**src/rtl/clk_en_monitor_pkg.sv**
```systemverilog
// Shared types for the sample-rate strobe monitor: FSM states and interval classes.
package clk_en_mon_pkg;

    typedef enum logic [1:0] {
        IDLE,
        ACQUIRE,
        LOCKED
    } mon_state_t;

    typedef enum logic [1:0] {
        GOOD,
        EARLY,
        LATE
    } interval_class_t;

    // lo/hi are the inclusive bounds of an acceptable interval
    function automatic interval_class_t classify(input int unsigned k,
                                                 input int unsigned lo,
                                                 input int unsigned hi);
        if (k < lo)
            return EARLY;
        else if (k > hi)
            return LATE;
        else
            return GOOD;
    endfunction

endpackage

```
**src/rtl/clk_en_monitor_if.sv**
```systemverilog
// Strobe input and status outputs of the strobe monitor, grouped for port reuse.
interface clk_en_monitor_if #(
    parameter int PERIOD_W = 10,
    parameter int GOOD_W   = 3
);
    logic                clk_en_in;
    logic [PERIOD_W-1:0] period;
    logic                period_valid;
    logic                locked;
    logic                err_early;
    logic                err_late;
    logic [GOOD_W-1:0]   good_count;

    modport master (
        output clk_en_in,
        input  period, period_valid, locked, err_early, err_late, good_count
    );

    modport slave (
        input  clk_en_in,
        output period, period_valid, locked, err_early, err_late, good_count
    );
endinterface

```
**src/rtl/clk_en_monitor_interval_counter.sv**
```systemverilog
// Cycles-since-last-strobe counter: loads 1 on a strobe, otherwise counts up and saturates.
module interval_counter #(
    parameter int WIDTH     = 10,
    parameter int THRESHOLD = 289
) (
    input  logic             clk,
    input  logic             reset_n,
    input  logic             load,
    output logic [WIDTH-1:0] count,
    output logic             at_threshold
);

    always_ff @(posedge clk or negedge reset_n) begin
        if (!reset_n)
            count <= '0;
        else if (load)
            count <= WIDTH'(1);
        else if (count != '1)
            count <= count + 1'b1;
    end

    assign at_threshold = (count == WIDTH'(THRESHOLD));

endmodule

```
**src/rtl/clk_en_monitor.sv**
```systemverilog
// Periodic single-cycle strobe checker: measures strobe intervals, tracks lock,
// and flags early, late or missing strobes. All status outputs are registered.
module clk_en_monitor
    import clk_en_mon_pkg::*;
#(
    parameter int EXPECTED_PERIOD = 288,
    parameter int TOLERANCE       = 0,
    parameter int LOCK_COUNT      = 4,
    parameter int PERIOD_W        = $clog2(2*EXPECTED_PERIOD+1)
) (
    input  logic             clk,
    input  logic             reset_n,
    clk_en_monitor_if.slave  mon
);

    localparam int unsigned LO_LIMIT = EXPECTED_PERIOD - TOLERANCE;
    localparam int unsigned HI_LIMIT = EXPECTED_PERIOD + TOLERANCE;
    localparam int          GOOD_W   = $clog2(LOCK_COUNT+1);

    mon_state_t          state;
    interval_class_t     iclass;
    logic [PERIOD_W-1:0] count;
    logic                at_threshold;
    logic                strobe;

    logic [PERIOD_W-1:0] period_q;
    logic                period_valid_q;
    logic                locked_q;
    logic                err_early_q;
    logic                err_late_q;
    logic [GOOD_W-1:0]   good_count_q;
    logic [GOOD_W-1:0]   good_inc;

    assign strobe   = mon.clk_en_in;
    assign good_inc = good_count_q + 1'b1;

    interval_counter #(
        .WIDTH     (PERIOD_W),
        .THRESHOLD (HI_LIMIT + 1)
    ) u_counter (
        .clk          (clk),
        .reset_n      (reset_n),
        .load         (strobe),
        .count        (count),
        .at_threshold (at_threshold)
    );

    assign iclass = classify(32'(count), LO_LIMIT, HI_LIMIT);

    // A strobe coinciding with the threshold is a late interval, so strobe wins over timeout
    always_ff @(posedge clk or negedge reset_n) begin
        if (!reset_n) begin
            state          <= IDLE;
            period_q       <= '0;
            period_valid_q <= 1'b0;
            locked_q       <= 1'b0;
            err_early_q    <= 1'b0;
            err_late_q     <= 1'b0;
            good_count_q   <= '0;
        end else begin
            period_valid_q <= 1'b0;
            err_early_q    <= 1'b0;
            err_late_q     <= 1'b0;
            case (state)
                IDLE: begin
                    if (strobe)
                        state <= ACQUIRE;
                end
                ACQUIRE, LOCKED: begin
                    if (strobe) begin
                        period_q       <= count;
                        period_valid_q <= 1'b1;
                        case (iclass)
                            GOOD: begin
                                if (good_count_q != GOOD_W'(LOCK_COUNT)) begin
                                    good_count_q <= good_inc;
                                    if (good_inc == GOOD_W'(LOCK_COUNT)) begin
                                        state    <= LOCKED;
                                        locked_q <= 1'b1;
                                    end
                                end
                            end
                            EARLY: begin
                                err_early_q  <= 1'b1;
                                good_count_q <= '0;
                                locked_q     <= 1'b0;
                                state        <= ACQUIRE;
                            end
                            default: begin
                                err_late_q   <= 1'b1;
                                good_count_q <= '0;
                                locked_q     <= 1'b0;
                                state        <= ACQUIRE;
                            end
                        endcase
                    end else if (at_threshold) begin
                        err_late_q   <= 1'b1;
                        good_count_q <= '0;
                        locked_q     <= 1'b0;
                        state        <= IDLE;
                    end
                end
                default: state <= IDLE;
            endcase
        end
    end

    assign mon.period       = period_q;
    assign mon.period_valid = period_valid_q;
    assign mon.locked       = locked_q;
    assign mon.err_early    = err_early_q;
    assign mon.err_late     = err_late_q;
    assign mon.good_count   = good_count_q;

endmodule
```
**src/flat_wrapper.sv**
```systemverilog
// flat-port wrapper written by rule: the top's interface ports become plain ports
module clk_en_monitor_flat import clk_en_mon_pkg::*;
#(
    parameter int EXPECTED_PERIOD = 288,
    parameter int TOLERANCE       = 0,
    parameter int LOCK_COUNT      = 4,
    parameter int PERIOD_W        = $clog2(2*EXPECTED_PERIOD+1)
)
  (clk, reset_n, mon_clk_en_in, mon_period, mon_period_valid, mon_locked, mon_err_early, mon_err_late, mon_good_count);
  clk_en_monitor_if #(.PERIOD_W(PERIOD_W)) mon_i ();
  input  logic clk;
  input  logic reset_n;
  input wire logic [$bits(mon_i.clk_en_in)-1:0] mon_clk_en_in;
  output wire logic [$bits(mon_i.period)-1:0] mon_period;
  output wire logic [$bits(mon_i.period_valid)-1:0] mon_period_valid;
  output wire logic [$bits(mon_i.locked)-1:0] mon_locked;
  output wire logic [$bits(mon_i.err_early)-1:0] mon_err_early;
  output wire logic [$bits(mon_i.err_late)-1:0] mon_err_late;
  output wire logic [$bits(mon_i.good_count)-1:0] mon_good_count;
  assign mon_i.clk_en_in = mon_clk_en_in;
  assign mon_period = mon_i.period;
  assign mon_period_valid = mon_i.period_valid;
  assign mon_locked = mon_i.locked;
  assign mon_err_early = mon_i.err_early;
  assign mon_err_late = mon_i.err_late;
  assign mon_good_count = mon_i.good_count;
  clk_en_monitor #(.EXPECTED_PERIOD(EXPECTED_PERIOD), .TOLERANCE(TOLERANCE), .LOCK_COUNT(LOCK_COUNT), .PERIOD_W(PERIOD_W)) u_core (.clk(clk), .reset_n(reset_n), .mon(mon_i));
endmodule
```
**config.mk**
```make
export PLATFORM = sky130hd
export DESIGN_NAME = clk_en_monitor_flat
export DESIGN_NICKNAME = d
export VERILOG_FILES = /design/src/rtl/clk_en_monitor_pkg.sv /design/src/rtl/clk_en_monitor_if.sv /design/src/rtl/clk_en_monitor_interval_counter.sv /design/src/rtl/clk_en_monitor.sv /design/src/flat_wrapper.sv
export SDC_FILE = /design/constraint.sdc
export NUM_CORES = 1
export LEC_CHECK = 0
export CORE_MARGIN = 5
export CORE_UTILIZATION = 50
export CTS_BUF_LIST = sky130_fd_sc_hd__clkbuf_8 sky130_fd_sc_hd__clkbuf_16
export DETAILED_ROUTE_END_ITERATION = 8
export PLACE_DENSITY = 0.74
export SLEW_MARGIN = 10
export SYNTH_ARGS = -nofsm -noshare
export SYNTH_HDL_FRONTEND = slang
export SYNTH_SLANG_ARGS = --single-unit
```
**constraint.sdc**
```tcl
create_clock -name clk -period 3.73 [get_ports clk]
set_input_delay 0.373 -clock clk [delete_from_list [all_inputs] [get_ports clk]]
set_output_delay 0.373 -clock clk [all_outputs]
set_load 0.05 [all_outputs]
```
; ---- After elaboration in Yosys (flattened, before gate mapping)
; Index checks and enable logic that the tools add are counted.
[classes]
n_reduce_logical = 10
mux = 29
order_cmp = 2
n_eq_ne = 13
add_sub_neg = 2
[ops]
columns = operator, count
row1 = $mux 10, 2
row2 = $mux 2, 8
row3 = $mux 1, 14
row4 = $mux 3, 4
row5 = $add 10x1->10 const B, 1
row6 = $eq 10x9->1 const B, 1
row7 = $gt 10x9->1 const B, 1
row8 = $lt 10x9->1 const B, 1
row9 = $ne 10x10->1 const B, 1
row10 = $ne 3x2->1 const B, 3
row11 = $ne 4x3->1 const B, 2
row12 = $reduce_and 4->1, 2
row13 = $eq 2x1->1 const B, 2
row14 = $logic_not 2->1, 2
row15 = $pmux 2 s2, 1
row16 = $reduce_bool 2->1, 2
row17 = $reduce_or 2->1, 2
row18 = $add 3x1->3 const B, 1
row19 = $eq 3x3->1 const B, 1
row20 = $ne 3x3->1 const B, 1
row21 = $reduce_and 3->1, 1
row22 = $eq 2x2->1 const B, 1
row23 = $ne 2x2->1 const B, 1
row24 = $reduce_and 2->1, 1
[word_totals]
inputBits = 3
output_inout_bits = 17
wordCells = 64
reg_bits = 29

; ---- Logic depth before layout (Yosys ltp)
[logic_depth]
depth_word = 8
depth_mapped = 6

; ---- Hierarchy
; Synthesis repeated with hierarchy kept, for this count alone.
[unflattened]
cells_unflattened = 130
area_unflattened_um2 = 1490.2
[modules_own_cells]
columns = mod, cells_per_inst, n_inst, area_each_um2, seq_area_each_um2
row1 = clk_en_monitor, 77, 1, 939.7, 475.5
row2 = interval_counter, 53, 1, 550.5, 250.2

; ---- Worst setup path after synthesis
; OpenSTA, ideal clock, no wires.
[synth_path]
path_type = register -> register
from = reg u_core.good_count_q[0], in the netlist u_core.mon.good_count[0]
to = reg u_core.good_count_q[1], in the netlist u_core.mon.good_count[1]
t_arrival_ps = 1623
path_stages_with_launch = 6
slack_ps = 1985
path_cell_list = dfrtp_1 > inv_1 > ha_1 > and3_1 > a211o_1 > a32o_1
[synth_between]
elab_chain_len = 4
word_cells_on_any_way = 7
classes_between = add/sub (1) / eq/ne (2) / mux (3) / reduce/logical (1)
[synth_lines]
columns = item, line
row1 = "start, declared", clk_en_monitor.sv:31  ; logic [GOOD_W-1:0] good_count_q;
row2 = "start signal, assigned", clk_en_monitor.sv:76  ; good_count_q <= good_inc;
row3 = $add 3x1->3, clk_en_monitor.sv:35  ; assign good_inc = good_count_q + 1'b1;
row4 = $mux 3, clk_en_monitor.sv:75  ; if (good_count_q != GOOD_W'(LOCK_COUNT)) begin
row5 = $mux 3, clk_en_monitor.sv:73  ; case (iclass)
row6 = $mux 3, clk_en_monitor.sv:70  ; if (strobe) begin
; Parallel ways exist; a longest one is shown, timed or not. The select of a mux whose other input is x is not followed.
; A chain may end at the register's enable or synchronous reset.

; ---- Worst setup path in the final report
[layout_path]
from = in mon_clk_en_in
to = reg u_core.state[0]
[layout_between]
elab_chain_len = 2
word_cells_on_any_way = 7
classes_between = eq/ne (4) / mux (2) / reduce/logical (1)
[layout_lines]
columns = item, line
row1 = "start, declared", flat_wrapper.sv:13  ; input wire logic [$bits(mon_i.clk_en_in)-1:0] mon_clk_en_in;
row2 = "$ne 4x3->1 (no source line), or another cell as far along", -
row3 = $reduce_and 4->1 (no source line) / $pmux 2 s2 (equally long branches), -
row4 = "end signal, assigned", clk_en_monitor.sv:53  ; state <= IDLE;
row5 = "end signal, assigned", clk_en_monitor.sv:67  ; state <= ACQUIRE;
row6 = "end signal, assigned", clk_en_monitor.sv:78  ; state <= LOCKED;
row7 = "end, declared", clk_en_monitor.sv:20  ; mon_state_t state;
; Parallel ways exist; a longest one is shown, timed or not.

==> impl_metrics.py <==
metrics = {
    "setup_path": {
        "critPathLaunchType": "primary input",
        "worstSetupPathType": "primary input to flip-flop",
        "rr_worst_depth": 4,
        "r2r-start": "u_core.state[0]$_DFFE_PN0P_",
        "endpoint": "u_core.state[0]$_DFFE_PN0P_",
        "arrival_ns": 2.21,
        "critPathMaxFanout": 17,
        "timing.rr.end": "u_core.mon.period[6]$_DFFE_PN0P_",
        "cp.required_ns": 3.93,
        "end_kind": "flip-flop",
        "crit_start": "mon_clk_en_in",
        "r2r_slack_ns": 1.96,
    },
    "logic_synthesis": {
        "synth_cell_types": 39,
        "synthesis.nets": 149,
        "synthCells": 138,
        "synth_top_area_cell": "dfrtp_1",
        "yosys.cell_count.top_type": "dfrtp_1",
        "synth_top_area_share_pct": 48.1,
        "synth_seq_cells": 29,
        "yosys_warnings": 0,
        "synth-edff-count": 0,
        "yosys-top-cells-count": "dfrtp_1, nor2_1, inv_1, nand2_1",
        "syn-cell-area_um2": 1510,
        "syn_area_per_cell_um2": 10.9,
        "ys_seq_area_share_pct": 48.1,
        "synth_area_leaders": "dfrtp_1, ha_1, mux2_2",
        "ys.flop_type": "dfrtp_1",
        "async_reset_ff_share_pct": 100,
    },
    "floorplanning": {
        "ios": 20,
        "rows": 20,
        "die_x_um": 64.9,
        "dieArea_um2": 4210,
        "die_y_um": 64.9,
        "core_um2": 2980,
        "initial_core_util_pct": 50.6,
    },
    "cts": {
        "clk_latency_ns": 0.28,
        "clk_pin_slew_ns": 0.06,
        "cts_buffer_depth": 2,
        "cts_num_sinks": 29,
        "cts_tree": "built",
        "cts-hold-fix-buffers": 0,
        "root_buffer": "clkbuf_8",
        "post_cts_buffers": 0,
        "cts_resized": 0,
        "htreeDepth": 2,
        "cts_buffers": 5,
    },
    "sta": {
        "tns_ns": 0,
        "final.setup.worst_slack_ns": 1.72,
        "fin_crit_ns": 2.01,
        "hold_viol": 0,
        "slew_viol_final": 0,
        "tightestPinTransition_ns": 0.569,
        "relSlewSlack_pct": 62.0,
        "post-route-period-util_pct": 53.8,
        "holdWs_ns": 0.478,
        "rsz0062_at_grt": "false",
        "fmax_mhz": 498,
        "finalSetupViolations": 0,
        "fin_skew_ns": 0.00607,
    },
    "power_and_ir_drop": {
        "combPwrFrac_pct": 29.2,
        "swShare_pct": 33.9,
        "intPower_uw": 576,
        "p_leak_uw": 0.000835,
        "power.switching_uw": 295,
        "ir_worst_vdd_v": 0.000306,
        "power_frac_clock_pct": 28.8,
        "seqPwrFrac_pct": 42.0,
        "powerDensity_nw_per_um2": 485,
    },
    "cells_and_area": {
        "design_area_um2": 1800,
        "drive_gt1_share_pct": 14.4,
        "num-fill-cells": 245,
        "area_delta_synth_final_pct": 19.3,
        "final_util_pct": 60.4,
        "n_antenna_cell": 0,
        "finalNetCount": 171,
    },
    "placement": {
        "gp_congestion": 0.793,
        "hpwl_um": 2040,
        "postPlaceCellArea_um2": 1710,
        "port_buffers": 19,
        "pre_cts_ws_ns": 1.43,
    },
    "global_route": {
        "grt-ovfl-total": 0,
        "grt_start_max_net_pins": 30,
        "grt_usage_pct": 15.9,
        "grt_pass1_vias": 1118,
        "antenna_found_initial": 0,
        "grt_first_pass_wirelength_um": 5040,
    },
    "route": {
        "drtPass1Iterations": 4,
        "post_drt_wl_per_cell_um": 14.7,
        "drtIter0Drc": 58,
        "detail-route-antenna-nets": 0,
        "drc": 0,
        "vias_per_cell": 5.53,
        "drt_wl_total_um": 2830,
        "dr_total_vias": 1067,
    },
    "run_status": {
        "status": "complete, no violations",
    },
    "worst_hold_path": {
        "hold_class": "primary input to async pin",
    },
    "job": {
        "drv_cap": 0,
    },
}
[worst max-delay path, stage by stage]
cell             delay (ns)
clkdlybuf4s50_1        0.83
nand2_1                0.49
a31oi_1                0.29
o21bai_1               0.09
mux2i_1                0.14
[registers in the layout (all words and copies together) (netlist names)]
register and count:
u_core.mon.err_early 1, u_core.u_counter.count 10, u_core.mon.good_count 3, u_core.mon.period 10, u_core.mon.err_late 1, u_core.mon.locked 1, u_core.mon.period_valid 1, u_core.state 2
[logic make-up (layout without fill, tap and decap cells)]
family / count (synthesis) / in the layout / share of synthesized area [%]
simple gates: 45 / 45 / 17.7
mux: 11 / 11 / 7.97
buf+inv: 14 / 36 / 4.56
compound gates: 27 / 27 / 12.7
xor+xnor: 4 / 4 / 2.32
flops: 29 / 29 / 48.1
fa+ha+maj: 8 / 8 / 6.64
[layer usage]
metal  vias to the layer above  global-route usage [%]  part of all wire (%)
met5                         -                       0                     0
met4                         0                    11.3                   1.8
met3                         6                    4.85                   5.3
met2                        21                    25.2                    46
met1                       507                    18.2                    47
li1                        533                       -                     -
[through the flow]
step / cells / total power (uW)
5_1_grt: 193 / 921
2_1_floorplan: 138 / 546
6_report: 193 / 872
3_5_place_dp: 186 / 626
3_3_place_gp: 186 / 616
4_1_cts: 193 / 885
[cell usage in the layout (no fill, tap or decap), drive strengths merged, types with 2 or more instances in the layout]
| cell | count |
|---|---|
| nand3 | 3 |
| dfrtp | 29 |
| nor3 | 5 |
| nor4b | 2 |
| a21oi | 3 |
| o21a | 2 |
| nor2 | 11 |
| nand4 | 2 |
| xor2 | 3 |
| a31oi | 5 |
| clkdlybuf4s50 | 19 |
| o21bai | 2 |
| mux2i | 3 |
| nand2 | 9 |
| clkbuf | 6 |
| mux2 | 8 |
| inv | 10 |
| and2 | 2 |
| nor2b | 2 |
| ha | 8 |
| and3 | 7 |
| o21ai | 6 |
[power groups by stage]
stage	Clock [uW]	Sequential [uW]	Combinational [uW]
global placement	0	370	247
detailed placement	0	371	255
global route	280	369	272
finish	251	366	254
CTS	263	366	255
floorplan	0	450	95.4
[layout make-up]
cell class                      count  area (um^2)  area share (%)
Sequential cell                    29          726            40.4
Multi-Input combinational cell     95          713            39.7
Timing Repair Buffer               20          198            11.0
Clock buffer                        6         82.6            4.59
Tap cell                           33         41.3            2.30
Inverter                            9         33.8            1.88
Clock inverter                      1         3.75           0.209
[worst min-delay path by stage]
stage / endpoint / slack [ns] / cells past startpoint
after floorplan: u_core.mon.err_early$_DFF_PN0_ / 0.08 / 0
after global placement: u_core.mon.period[5]$_DFFE_PN0P_ / 0.49 / 1
after detailed placement: u_core.mon.period[1]$_DFFE_PN0P_ / 0.48 / 2
after CTS: u_core.mon.err_late$_DFF_PN0_ / 0.49 / 2
after global routing: u_core.u_counter.count[7]$_DFFE_PN0P_ / 0.53 / 2
final: u_core.mon.period[6]$_DFFE_PN0P_ / 0.48 / 2
Power figures use the tool's default switching activity.
